[src/rtl/ofdm_pkg.sv]
// Shared constants for the OFDM transmit chain: code parameters, rate codes and
// the puncturing encoder's FSM encoding.
package ofdm_pkg;

  localparam int unsigned K = 7;
  localparam logic [K-1:0] G0 = 7'o133;
  localparam logic [K-1:0] G1 = 7'o171;

  localparam logic [1:0] RATE_12 = 2'b00;
  localparam logic [1:0] RATE_23 = 2'b01;
  localparam logic [1:0] RATE_34 = 2'b10;

  typedef enum logic [1:0] {
    EMPTY = 2'b00,
    OUT_A = 2'b01,
    OUT_B = 2'b10
  } state_e;

  // Tap vector is ordered {b, s0, s1, ..., s5} so it lines up with the octal generators.
  function automatic logic parity_tap(logic [K-1:0] vec, logic [K-1:0] gen);
    return ^(vec & gen);
  endfunction

  function automatic logic [1:0] rate_norm(logic [1:0] rate);
    return (rate == 2'b11) ? RATE_12 : rate;
  endfunction

  function automatic logic [1:0] rate_mod(logic [1:0] rate);
    logic [1:0] m;
    unique case (rate)
      RATE_23: m = 2'd2;
      RATE_34: m = 2'd3;
      default: m = 2'd1;
    endcase
    return m;
  endfunction

endpackage

[src/rtl/conv_enc_punc_if.sv]
// Valid/ready bundle for the puncturing encoder: uncoded bits in, coded bits out.
interface conv_enc_punc_if;
  logic [1:0] di_rate;
  logic       di_start;
  logic       di_bit;
  logic       di_vld;
  logic       do_rdy;
  logic       do_bit;
  logic       do_vld;
  logic       di_rdy;

  modport slave (
    input  di_rate, di_start, di_bit, di_vld, di_rdy,
    output do_rdy, do_bit, do_vld
  );

  modport master (
    output di_rate, di_start, di_bit, di_vld, di_rdy,
    input  do_rdy, do_bit, do_vld
  );
endinterface

[src/rtl/conv_enc_core.sv]
// K=7 rate-1/2 convolutional encoder core: shift register plus A/B generation.
// A start bit encodes against an all-zero history.
module conv_enc_core
  import ofdm_pkg::*;
(
  input  logic clk,
  input  logic rst_n,
  input  logic i_accept,
  input  logic i_start,
  input  logic i_bit,
  output logic o_a,
  output logic o_b
);

  logic [K-2:0] r_s;
  logic [K-2:0] w_s;
  logic [K-1:0] w_vec;

  assign w_s   = i_start ? '0 : r_s;
  assign w_vec = {i_bit, w_s[0], w_s[1], w_s[2], w_s[3], w_s[4], w_s[5]};
  assign o_a   = parity_tap(w_vec, G0);
  assign o_b   = parity_tap(w_vec, G1);

  always_ff @(posedge clk or negedge rst_n) begin
    if (!rst_n) begin
      r_s <= '0;
    end else if (i_accept) begin
      r_s <= {w_s[K-3:0], i_bit};
    end
  end

endmodule

[src/rtl/conv_enc_punc.sv]
// Convolutional encoder with 802.11a puncturing (1/2, 2/3, 3/4), serialising the kept
// A/B bits one per clock behind valid/ready handshakes on both sides.
module conv_enc_punc
  import ofdm_pkg::*;
(
  input  logic            clk,
  input  logic            rst_n,
  conv_enc_punc_if.slave  bus
);

  state_e     r_state;
  state_e     w_state_nxt;
  logic [1:0] r_rate;
  logic [1:0] r_ph;
  logic       r_a;
  logic       r_b;
  logic       r_keep_b;

  logic [1:0] w_rate_eff;
  logic [1:0] w_ph_eff;
  logic [1:0] w_ph_inc;
  logic [1:0] w_ph_nxt;
  logic       w_keep_a;
  logic       w_keep_b;
  logic       w_a;
  logic       w_b;
  logic       w_last;
  logic       w_rdy;
  logic       w_vld;
  logic       w_accept;
  logic       w_consume;
  state_e     w_first;

  conv_enc_core u_core (
    .clk      (clk),
    .rst_n    (rst_n),
    .i_accept (w_accept),
    .i_start  (bus.di_start),
    .i_bit    (bus.di_bit),
    .o_a      (w_a),
    .o_b      (w_b)
  );

  // A start bit overrides the latched rate and phase for its own puncture decision.
  assign w_rate_eff = bus.di_start ? rate_norm(bus.di_rate) : r_rate;
  assign w_ph_eff   = bus.di_start ? 2'd0 : r_ph;
  assign w_ph_inc   = w_ph_eff + 2'd1;
  assign w_ph_nxt   = (w_ph_inc == rate_mod(w_rate_eff)) ? 2'd0 : w_ph_inc;

  always_comb begin
    w_keep_a = 1'b1;
    w_keep_b = 1'b1;
    if (w_rate_eff != RATE_12 && w_ph_eff == 2'd1) begin
      w_keep_b = 1'b0;
    end
    if (w_rate_eff == RATE_34 && w_ph_eff == 2'd2) begin
      w_keep_a = 1'b0;
    end
  end

  assign w_first   = w_keep_a ? OUT_A : OUT_B;
  assign w_last    = (r_state == OUT_B) || (r_state == OUT_A && !r_keep_b);
  assign w_rdy     = (r_state == EMPTY) || (w_last && bus.di_rdy);
  assign w_vld     = (r_state != EMPTY);
  assign w_accept  = bus.di_vld && w_rdy;
  assign w_consume = w_vld && bus.di_rdy;

  assign bus.do_rdy = w_rdy;
  assign bus.do_vld = w_vld;

  always_comb begin
    w_state_nxt = r_state;
    unique case (r_state)
      EMPTY: begin
        if (w_accept) begin
          w_state_nxt = w_first;
        end
      end
      OUT_A: begin
        if (w_consume) begin
          if (r_keep_b) begin
            w_state_nxt = OUT_B;
          end else if (w_accept) begin
            w_state_nxt = w_first;
          end else begin
            w_state_nxt = EMPTY;
          end
        end
      end
      OUT_B: begin
        if (w_consume) begin
          w_state_nxt = w_accept ? w_first : EMPTY;
        end
      end
      default: w_state_nxt = EMPTY;
    endcase
  end

  always_comb begin
    bus.do_bit = 1'b0;
    if (r_state == OUT_A) begin
      bus.do_bit = r_a;
    end else if (r_state == OUT_B) begin
      bus.do_bit = r_b;
    end
  end

  always_ff @(posedge clk or negedge rst_n) begin
    if (!rst_n) begin
      r_state <= EMPTY;
    end else begin
      r_state <= w_state_nxt;
    end
  end

  always_ff @(posedge clk or negedge rst_n) begin
    if (!rst_n) begin
      r_rate   <= RATE_12;
      r_ph     <= 2'd0;
      r_a      <= 1'b0;
      r_b      <= 1'b0;
      r_keep_b <= 1'b0;
    end else if (w_accept) begin
      r_rate   <= w_rate_eff;
      r_ph     <= w_ph_nxt;
      r_a      <= w_a;
      r_b      <= w_b;
      r_keep_b <= w_keep_b;
    end
  end

endmodule

[src/flat_wrapper.sv]
// flat-port wrapper written by rule: the top's interface ports become plain ports
module conv_enc_punc_flat import ofdm_pkg::*;
  (clk, rst_n, bus_di_rate, bus_di_start, bus_di_bit, bus_di_vld, bus_di_rdy, bus_do_rdy, bus_do_bit, bus_do_vld);
  conv_enc_punc_if bus_i ();
  input  logic clk;
  input  logic rst_n;
  input wire logic [$bits(bus_i.di_rate)-1:0] bus_di_rate;
  input wire logic [$bits(bus_i.di_start)-1:0] bus_di_start;
  input wire logic [$bits(bus_i.di_bit)-1:0] bus_di_bit;
  input wire logic [$bits(bus_i.di_vld)-1:0] bus_di_vld;
  input wire logic [$bits(bus_i.di_rdy)-1:0] bus_di_rdy;
  output wire logic [$bits(bus_i.do_rdy)-1:0] bus_do_rdy;
  output wire logic [$bits(bus_i.do_bit)-1:0] bus_do_bit;
  output wire logic [$bits(bus_i.do_vld)-1:0] bus_do_vld;
  assign bus_i.di_rate = bus_di_rate;
  assign bus_i.di_start = bus_di_start;
  assign bus_i.di_bit = bus_di_bit;
  assign bus_i.di_vld = bus_di_vld;
  assign bus_i.di_rdy = bus_di_rdy;
  assign bus_do_rdy = bus_i.do_rdy;
  assign bus_do_bit = bus_i.do_bit;
  assign bus_do_vld = bus_i.do_vld;
  conv_enc_punc u_core (.clk(clk), .rst_n(rst_n), .bus(bus_i));
endmodule
[config.mk]
export PLATFORM = sky130hd
export DESIGN_NAME = conv_enc_punc_flat
export DESIGN_NICKNAME = d
export VERILOG_FILES = /design/src/rtl/ofdm_pkg.sv /design/src/rtl/conv_enc_punc_if.sv /design/src/rtl/conv_enc_core.sv /design/src/rtl/conv_enc_punc.sv /design/src/flat_wrapper.sv
export SDC_FILE = /design/constraint.sdc
export NUM_CORES = 1
export LEC_CHECK = 0
export CORE_MARGIN = 5
export CORE_UTILIZATION = 58
export CTS_CLUSTER_SIZE = 16
export DETAILED_ROUTE_END_ITERATION = 10
export PLACE_DENSITY = 0.79
export SYNTH_ARGS = -nofsm -noshare
export SYNTH_HDL_FRONTEND = slang
export SYNTH_SLANG_ARGS = --single-unit
export TNS_END_PERCENT = 1
[constraint.sdc]
create_clock -name clk -period 4 [get_ports clk]
set_input_delay 1 -clock clk [delete_from_list [all_inputs] [get_ports clk]]
set_output_delay 1 -clock clk [all_outputs]
set_load 0.01 [all_outputs]
==> flow_metrics.env, run 1 <==
export IMPL_startpoint_type="primary input"
export IMPL_finClkSkew_ns=0.000563
export IMPL_drive_above_1_share=0.149
export IMPL_vias=659
export IMPL_ant_nets=0
export IMPL_yosysWarnings=0
export IMPL_cts_htree_levels=1
export IMPL_final_util=0.699
export IMPL_track_usage=0.140
export IMPL_cts_setup_buffers=0
export IMPL_wl_mm=1.54
export IMPL_top_usage_layer="met2"
export IMPL_outcome="finished clean"
export IMPL_fin_crit_ns=3.48
export IMPL_cts_path_max_buffers=2
export IMPL_ys_async_sr_fraction=1.00
export IMPL_die_area_mm2=0.00252
export IMPL_synth_largest_area_cell="dfrtp_1"
export IMPL_cts_resized=0
export IMPL_drc_errors=0
export IMPL_maxCapViolCount=0
export IMPL_use_met3=0.0237
export IMPL_first_pass_iters=5
export IMPL_synthCells=90
export IMPL_ir_drop_mv=0.330
export IMPL_worst_slew_pin_slew_ns=0.658
export IMPL_worst_path_max_delay_cell="clkdlybuf4s50_1"
export IMPL_cts_tree="done"
export IMPL_cts_buffers=3
export IMPL_grt_pass1_vias=680
export IMPL_synth_cell_type_count=28
export IMPL_post_route_period_util=0.871
export IMPL_holdWs_ns=0.517
export IMPL_grt_max_degree=16
export IMPL_p_leak_nw=0.478
export IMPL_cts_sinks=15
export IMPL_grt_pass1_wl_mm=2.81
export IMPL_rsz0062_at_grt="false"
export IMPL_n_antenna_cell=0
export IMPL_tns_ns=0
export IMPL_wire_per_inst_um=13.1
export IMPL_final_nets=115
export IMPL_cpPeakStageDelay_ns=0.61
export IMPL_syn_nets=103
export IMPL_initial_core_util=0.614
export IMPL_core_mm2=0.00152
export IMPL_gp_congestion=0.762
export IMPL_pin_count=11
export IMPL_root_buffer="clkbuf_4"
export IMPL_via_per_inst=5.63
export IMPL_critPathLaunch="bus_di_rdy"
export IMPL_hold_viol=0
export IMPL_setup_viol=0
export IMPL_path_clk_slew_ns=0.09
export IMPL_grt_overflow_total=0
export IMPL_worstPathMaxFanout=7
export IMPL_syn_area_um2=936
export IMPL_drt_initial_drc_count=8
export IMPL_critPathCapture="bus_do_rdy"
export IMPL_power_density_mw_per_mm2=675
export IMPL_synth_edf_count=0
export IMPL_crit_chain="clkdlybuf4s50_1 > nor2b_4 > o2bb2ai_4 > clkdlybuf4s50_1"
export IMPL_synth_top_area_frac=0.401
export IMPL_multi_input_area_um2=504
export IMPL_crit_type="in -> out"
export IMPL_ys_seq_area_frac=0.401
export IMPL_cp_required_ns=3.00
export IMPL_reg2reg_slack_ns=2.33
export IMPL_yosys_top_cells_count="15 x dfrtp_1, 10 x inv_1, 7 x o21ai_0"
export IMPL_row_count=14
export IMPL_synthTopCellsByArea="dfrtp_1 40%, ha_1 6.7%, mux2_4 6.4%"
export IMPL_cp_common_cell="clkdlybuf4s50_1"
export IMPL_relSlewSlack=0.560
export IMPL_arrival_ns=2.48
export IMPL_syn_avg_cell_area_um2=10.4
export IMPL_layout_area_seq_um2=375
export IMPL_port_buffers=10
export IMPL_num_fill_cells=112
export IMPL_r2r_start="u_core.r_rate[1]$_DFFE_PN0P_"
export IMPL_cts_hold_buf=0
export IMPL_end_kind="output port"
export IMPL_area_growth_pct=13.8
export IMPL_die_x_um=50.2
export IMPL_hold_class="reg -> reg"
export IMPL_antenna_found_initial=0
export IMPL_use_met2=0.230
export IMPL_fmax_ghz=0.287
export IMPL_reg2reg_depth=7
export IMPL_die_h_um=50.2
export IMPL_dp_hpwl_mm=1.16
export IMPL_synth_seq_cells=15
export IMPL_use_met1=0.184
export IMPL_finalMaxSlewViolations=0
export IMPL_yosys_cell_count_top_type="dfrtp_1"
export IMPL_synthFlopType="dfrtp_1"
export IMPL_clk_latency_ns=0.28
export IMPL_r2r_end="u_core.r_ph[1]$_DFFE_PN0P_"
[registers in the layout, indices dropped and copies added (netlist names)]
| register | count |
|---|---|
| u_core.r_keep_b | 1 |
| u_core.u_core.r_s | 6 |
| u_core.r_state | 2 |
| u_core.r_b | 1 |
| u_core.r_a | 1 |
| u_core.r_rate | 2 |
| u_core.r_ph | 2 |
[routing by layer]
| layer | share of wire | up-vias |
|---|---|---|
| met5 | 0 | - |
| met4 | 0.0052 | 0 |
| met3 | 0.044 | 2 |
| met2 | 0.48 | 10 |
| met1 | 0.47 | 316 |
| li1 | - | 331 |
[layout by cell type, fill, tap and decap left out]
cell type	n
nand3b_1	2
mux2_4	4
nand2b_1	1
or3_1	2
ha_1	5
a31oi_1	4
xor2_1	4
a32oi_1	1
clkdlybuf4s50_1	10
a32o_1	1
o22ai_1	2
inv_1	10
mux2_2	3
dfrtp_1	15
nor2_1	2
clkinv_2	1
nand2_1	3
nor2b_1	6
clkbuf_4	3
o21ai_0	7
mux2i_1	1
nor2b_4	1
o32ai_1	1
a21oi_1	4
and2_4	1
or2_2	1
o2bb2ai_4	1
xnor2_1	3
nand3_1	2
[critical path: cells and delay by family]
family	cells	cell delay (ns)
AOI/OAI and AO/OA	1	0.21
buffers and inverters	2	1.18
and+or+nand+nor	1	0.09
[power breakdown]
part | leakage (nW) | internal, W | total, W | switching, W
logic | 0.273 | 0.000202 | 0.000363 | 0.000161
clock network | 0.0177 | 0.0000371 | 0.0000856 | 0.0000486
registers | 0.188 | 0.000216 | 0.000271 | 0.0000552
[layout make-up]
class / instances / area share
Clock buffer: 3 / 0.0212
Clock inverter: 1 / 0.00470
Inverter: 10 / 0.0353
Multi-Input combinational cell: 62 / 0.474
Sequential cell: 15 / 0.353
Tap cell: 16 / 0.0188
Timing Repair Buffer: 10 / 0.0940
[metrics by stage]
stage          power [W]  setup slack, ns  instance area [um2]  std cells
2_1_floorplan   0.000546             1.63                  936         90
3_3_place_gp    0.000629            0.537                 1040        113
3_5_place_dp    0.000639            0.516                 1040        113
4_1_cts         0.000730            0.508                 1060        117
5_1_grt         0.000790            0.448                 1060        117
6_report        0.000719            0.516                 1060        117
[kinds of logic after synthesis]
logic type      count (synthesis)  synth area share
compound gates                 21             0.158
buf+inv                        13            0.0602
flops                          15             0.401
mux                             8             0.111
simple gates                   21             0.138
xor+xnor                        7            0.0655
fa+ha+maj                       5            0.0668
[worst min-delay path by stage]
stage / slack [ns] / startpoint / depth (start not counted) / endpoint
finish: 0.52 / u_core.r_ph[1]$_DFFE_PN0P_ / 1 / u_core.r_ph[1]$_DFFE_PN0P_
global route: 0.56 / u_core.u_core.r_s[3]$_DFFE_PN0P_ / 1 / u_core.u_core.r_s[3]$_DFFE_PN0P_
CTS: 0.52 / u_core.r_ph[1]$_DFFE_PN0P_ / 1 / u_core.r_ph[1]$_DFFE_PN0P_
detailed placement: 0.50 / u_core.r_ph[1]$_DFFE_PN0P_ / 1 / u_core.r_ph[1]$_DFFE_PN0P_
global placement: 0.49 / u_core.r_ph[1]$_DFFE_PN0P_ / 1 / u_core.r_ph[1]$_DFFE_PN0P_
floorplan: 0.47 / u_core.u_core.r_s[3]$_DFFE_PN0P_ / 1 / u_core.u_core.r_s[3]$_DFFE_PN0P_
Note: power is estimated with default switching activity, not from simulation.
==> run 2: changes to the inputs <==
--- a/config.mk
+++ b/config.mk
@@ -9,8 +9,10 @@
 export CORE_UTILIZATION = 58
 export CTS_CLUSTER_SIZE = 16
 export DETAILED_ROUTE_END_ITERATION = 10
+export GPL_ROUTABILITY_DRIVEN = 0
 export PLACE_DENSITY = 0.79
 export SYNTH_ARGS = -nofsm -noshare
 export SYNTH_HDL_FRONTEND = slang
+export SYNTH_HIERARCHICAL = 1
 export SYNTH_SLANG_ARGS = --single-unit
 export TNS_END_PERCENT = 1
==> flow_metrics.env, run 2 <==
export IMPL_grt_pass1_vias=632
export IMPL_drive_above_1_share=0.179
export IMPL_cts_tree="done"
export IMPL_crit_type="in -> out"
export IMPL_via_per_inst=5.43
export IMPL_dp_hpwl_mm=1.12
export IMPL_cts_resized=0
export IMPL_finalMaxSlewViolations=0
export IMPL_largest_reg_flops=6
export IMPL_cts_sinks=15
export IMPL_synthCells=95
export IMPL_synth_cell_type_count=31
export IMPL_fmax_ghz=0.289
export IMPL_relSlewSlack=0.549
export IMPL_regMostFlops="u_core/u_core/r_s"
export IMPL_row_count=14
export IMPL_synth_top_area_frac=0.393
export IMPL_fin_crit_ns=3.45
export IMPL_antenna_found_initial=0
export IMPL_pin_count=11
export IMPL_crit_chain="clkdlybuf4s50_1 > or2b_1 > o22ai_1 > clkdlybuf4s50_1"
export IMPL_area_growth_pct=13.1
export IMPL_synthTopCellsByArea="dfrtp_1 39%, ha_1 6.5%, nand3b_1 5.5%"
export IMPL_synth_largest_area_cell="dfrtp_1"
export IMPL_reg2reg_slack_ns=2.20
export IMPL_arrival_ns=2.45
export IMPL_wl_mm=1.49
export IMPL_hold_viol=0
export IMPL_yosysWarnings=6
export IMPL_holdWs_ns=0.488
export IMPL_finClkSkew_ns=0.00140
export IMPL_cts_hold_buf=0
export IMPL_cts_setup_buffers=0
export IMPL_clk_latency_ns=0.28
export IMPL_port_buffers=10
export IMPL_setup_viol=0
export IMPL_hold_class="reg -> reg"
export IMPL_drt_initial_drc_count=8
export IMPL_root_buffer="clkbuf_4"
export IMPL_maxCapViolCount=0
export IMPL_grt_max_degree=16
export IMPL_cp_common_cell="clkdlybuf4s50_1"
export IMPL_power_density_mw_per_mm2=706
export IMPL_rsz0062_at_grt="false"
export IMPL_grt_pass1_wl_mm=2.68
export IMPL_core_mm2=0.00154
export IMPL_die_h_um=50.6
export IMPL_p_leak_nw=0.487
export IMPL_ys_seq_area_frac=0.393
export IMPL_synth_edf_count=0
export IMPL_die_area_mm2=0.00256
export IMPL_wire_per_inst_um=12.2
export IMPL_cts_buffers=3
export IMPL_worstPathMaxFanout=3
export IMPL_synth_seq_cells=15
export IMPL_final_cell_mix="15 x dfrtp_1, 13 x inv_1, 10 x clkdlybuf4s50_1"
export IMPL_critPathTopFamily="buffers and inverters"
export IMPL_n_antenna_cell=0
export IMPL_initial_core_util=0.620
export IMPL_worst_path_max_delay_cell="clkdlybuf4s50_1"
export IMPL_syn_area_um2=956
export IMPL_cp_required_ns=3.00
export IMPL_cts_path_max_buffers=2
export IMPL_cts_htree_levels=1
export IMPL_cpPeakStageDelay_ns=0.55
export IMPL_final_nets=120
export IMPL_final_common_cell="dfrtp_1"
export IMPL_vias=663
export IMPL_end_kind="output port"
export IMPL_yosys_top_cells_count="15 x dfrtp_1, 13 x inv_1, 8 x o21ai_0"
export IMPL_grt_overflow_total=0
export IMPL_yosys_cell_count_top_type="dfrtp_1"
export IMPL_track_usage=0.138
export IMPL_drc_errors=0
export IMPL_syn_avg_cell_area_um2=10.1
export IMPL_synthFlopType="dfrtp_1"
export IMPL_worst_slew_pin_slew_ns=0.674
export IMPL_path_clk_slew_ns=0.09
export IMPL_post_route_period_util=0.864
export IMPL_ir_drop_mv=0.361
export IMPL_path_buf_inv=2
export IMPL_outcome="finished clean"
export IMPL_ant_nets=0
export IMPL_first_pass_iters=4
export IMPL_die_x_um=50.6
export IMPL_tns_ns=0
export IMPL_ys_async_sr_fraction=1.00
export IMPL_syn_nets=108
export IMPL_startpoint_type="primary input"
==> run 2: cell count changes in the layout (fill, tap and decap cells not counted), moves of 3 or more <==
cell      previous run  this run
nor2b_1              6         2
inv_1               10        13
nand3b_1             2         7
a21oi_1              4         0
a31oi_1              4         1
==> run 2: layout make-up <==
type | instances | area [um2]
clock buffers | 3 | 22.5
clock inverters | 1 | 5.00
fillers | 141 | 460
inverters | 13 | 48.8
multi-input cells | 64 | 509
flip-flops and latches | 15 | 375
well taps | 16 | 20.0
repair buffers | 10 | 100
==> run 2: power by group <==
| part | total, W | internal, W | leakage, nW | switching (W) |
|---|---|---|---|---|
| sequential | 0.000280 | 0.000219 | 0.188 | 0.0000613 |
| combinational | 0.000395 | 0.000211 | 0.282 | 0.000184 |
| clock | 0.0000881 | 0.0000372 | 0.0177 | 0.0000510 |
| total | 0.000763 | 0.000467 | 0.487 | 0.000296 |
==> run 2: final timing paths <==
check,from,to,cells after the start
min in group asynchronous,rst_n,u_core/r_rate[0]$_DFFE_PN0P_,1
worst min register to register,u_core/r_ph[0]$_DFFE_PN0P_,u_core/r_ph[0]$_DFFE_PN0P_,2
max in group asynchronous,rst_n,u_core/r_a$_DFFE_PN0P_,1
worst max register to register,u_core/r_state[1]$_DFFE_PN0P_,u_core/u_core/r_s[0]$_DFFE_PN0P_,4
worst max-delay path,bus_di_rdy,bus_do_rdy,4
worst min-delay path,u_core/r_ph[0]$_DFFE_PN0P_,u_core/r_ph[0]$_DFFE_PN0P_,2
==> run 2: logic make-up after synthesis <==
group / Yosys count / share of synthesized area
AND/OR/NAND/NOR: 26 / 0.166
adder cells (fa/ha/maj): 5 / 0.0654
flip-flops: 15 / 0.393
AO/OA/AOI/OAI: 21 / 0.168
buffers and inverters: 16 / 0.0746
XOR/XNOR: 9 / 0.0903
multiplexers: 3 / 0.0432
==> run 2: layer usage <==
layer  global-route usage  share of wire  routed length [um]
met1                0.151           0.43                 643
met2                0.229           0.49                 729
met3               0.0414          0.060                  90
met4               0.0894          0.021                  31
met5                    0              0                   0
==> run 2: tightest hold or removal path, delay by kind of cell, from the launching register on <==
family	cells	cell delay (ns)
AO/OA/AOI/OAI	1	0.05
flip-flops	1	0.35
AND/OR/NAND/NOR	1	0.06
==> run 2: stage by stage <==
stage	area [um2]	utilization	setup slack (ns)	power (W)	cells
after floorplan	956	-	1.53	0.000600	95
after global placement	1050	0.683	0.576	0.000670	118
after detailed placement	1050	0.683	0.546	0.000683	118
after CTS	1080	0.701	0.540	0.000774	122
after global routing	1080	0.701	0.511	0.000836	122
final	1080	0.701	0.545	0.000763	122
==> run 3: changes to the inputs <==
--- a/config.mk
+++ b/config.mk
@@ -11,6 +11,7 @@
 export DETAILED_ROUTE_END_ITERATION = 10
 export GPL_ROUTABILITY_DRIVEN = 0
 export PLACE_DENSITY = 0.79
+export SKIP_CTS_REPAIR_TIMING = 1
 export SYNTH_ARGS = -nofsm -noshare
 export SYNTH_HDL_FRONTEND = slang
 export SYNTH_HIERARCHICAL = 1
==> constraint.sdc (replaced) <==
create_clock -name clk -period 4.4 [get_ports clk]
set_input_delay 1.1 -clock clk [delete_from_list [all_inputs] [get_ports clk]]
set_output_delay 1.1 -clock clk [all_outputs]
set_load 0.01 [all_outputs]
==> results of run 3 <==
Same layout as run 2 (identical final DEF). Status: finished clean.
Main changes from that run: setup slack after placement 0.546 ns -> 0.746 ns; setup slack after layout 0.545 ns -> 0.745 ns; register-to-register setup slack 2.20 ns -> 2.60 ns; total power 0.000763 W -> 0.000694 W; worst IR drop on VDD 0.361 mV -> 0.328 mV
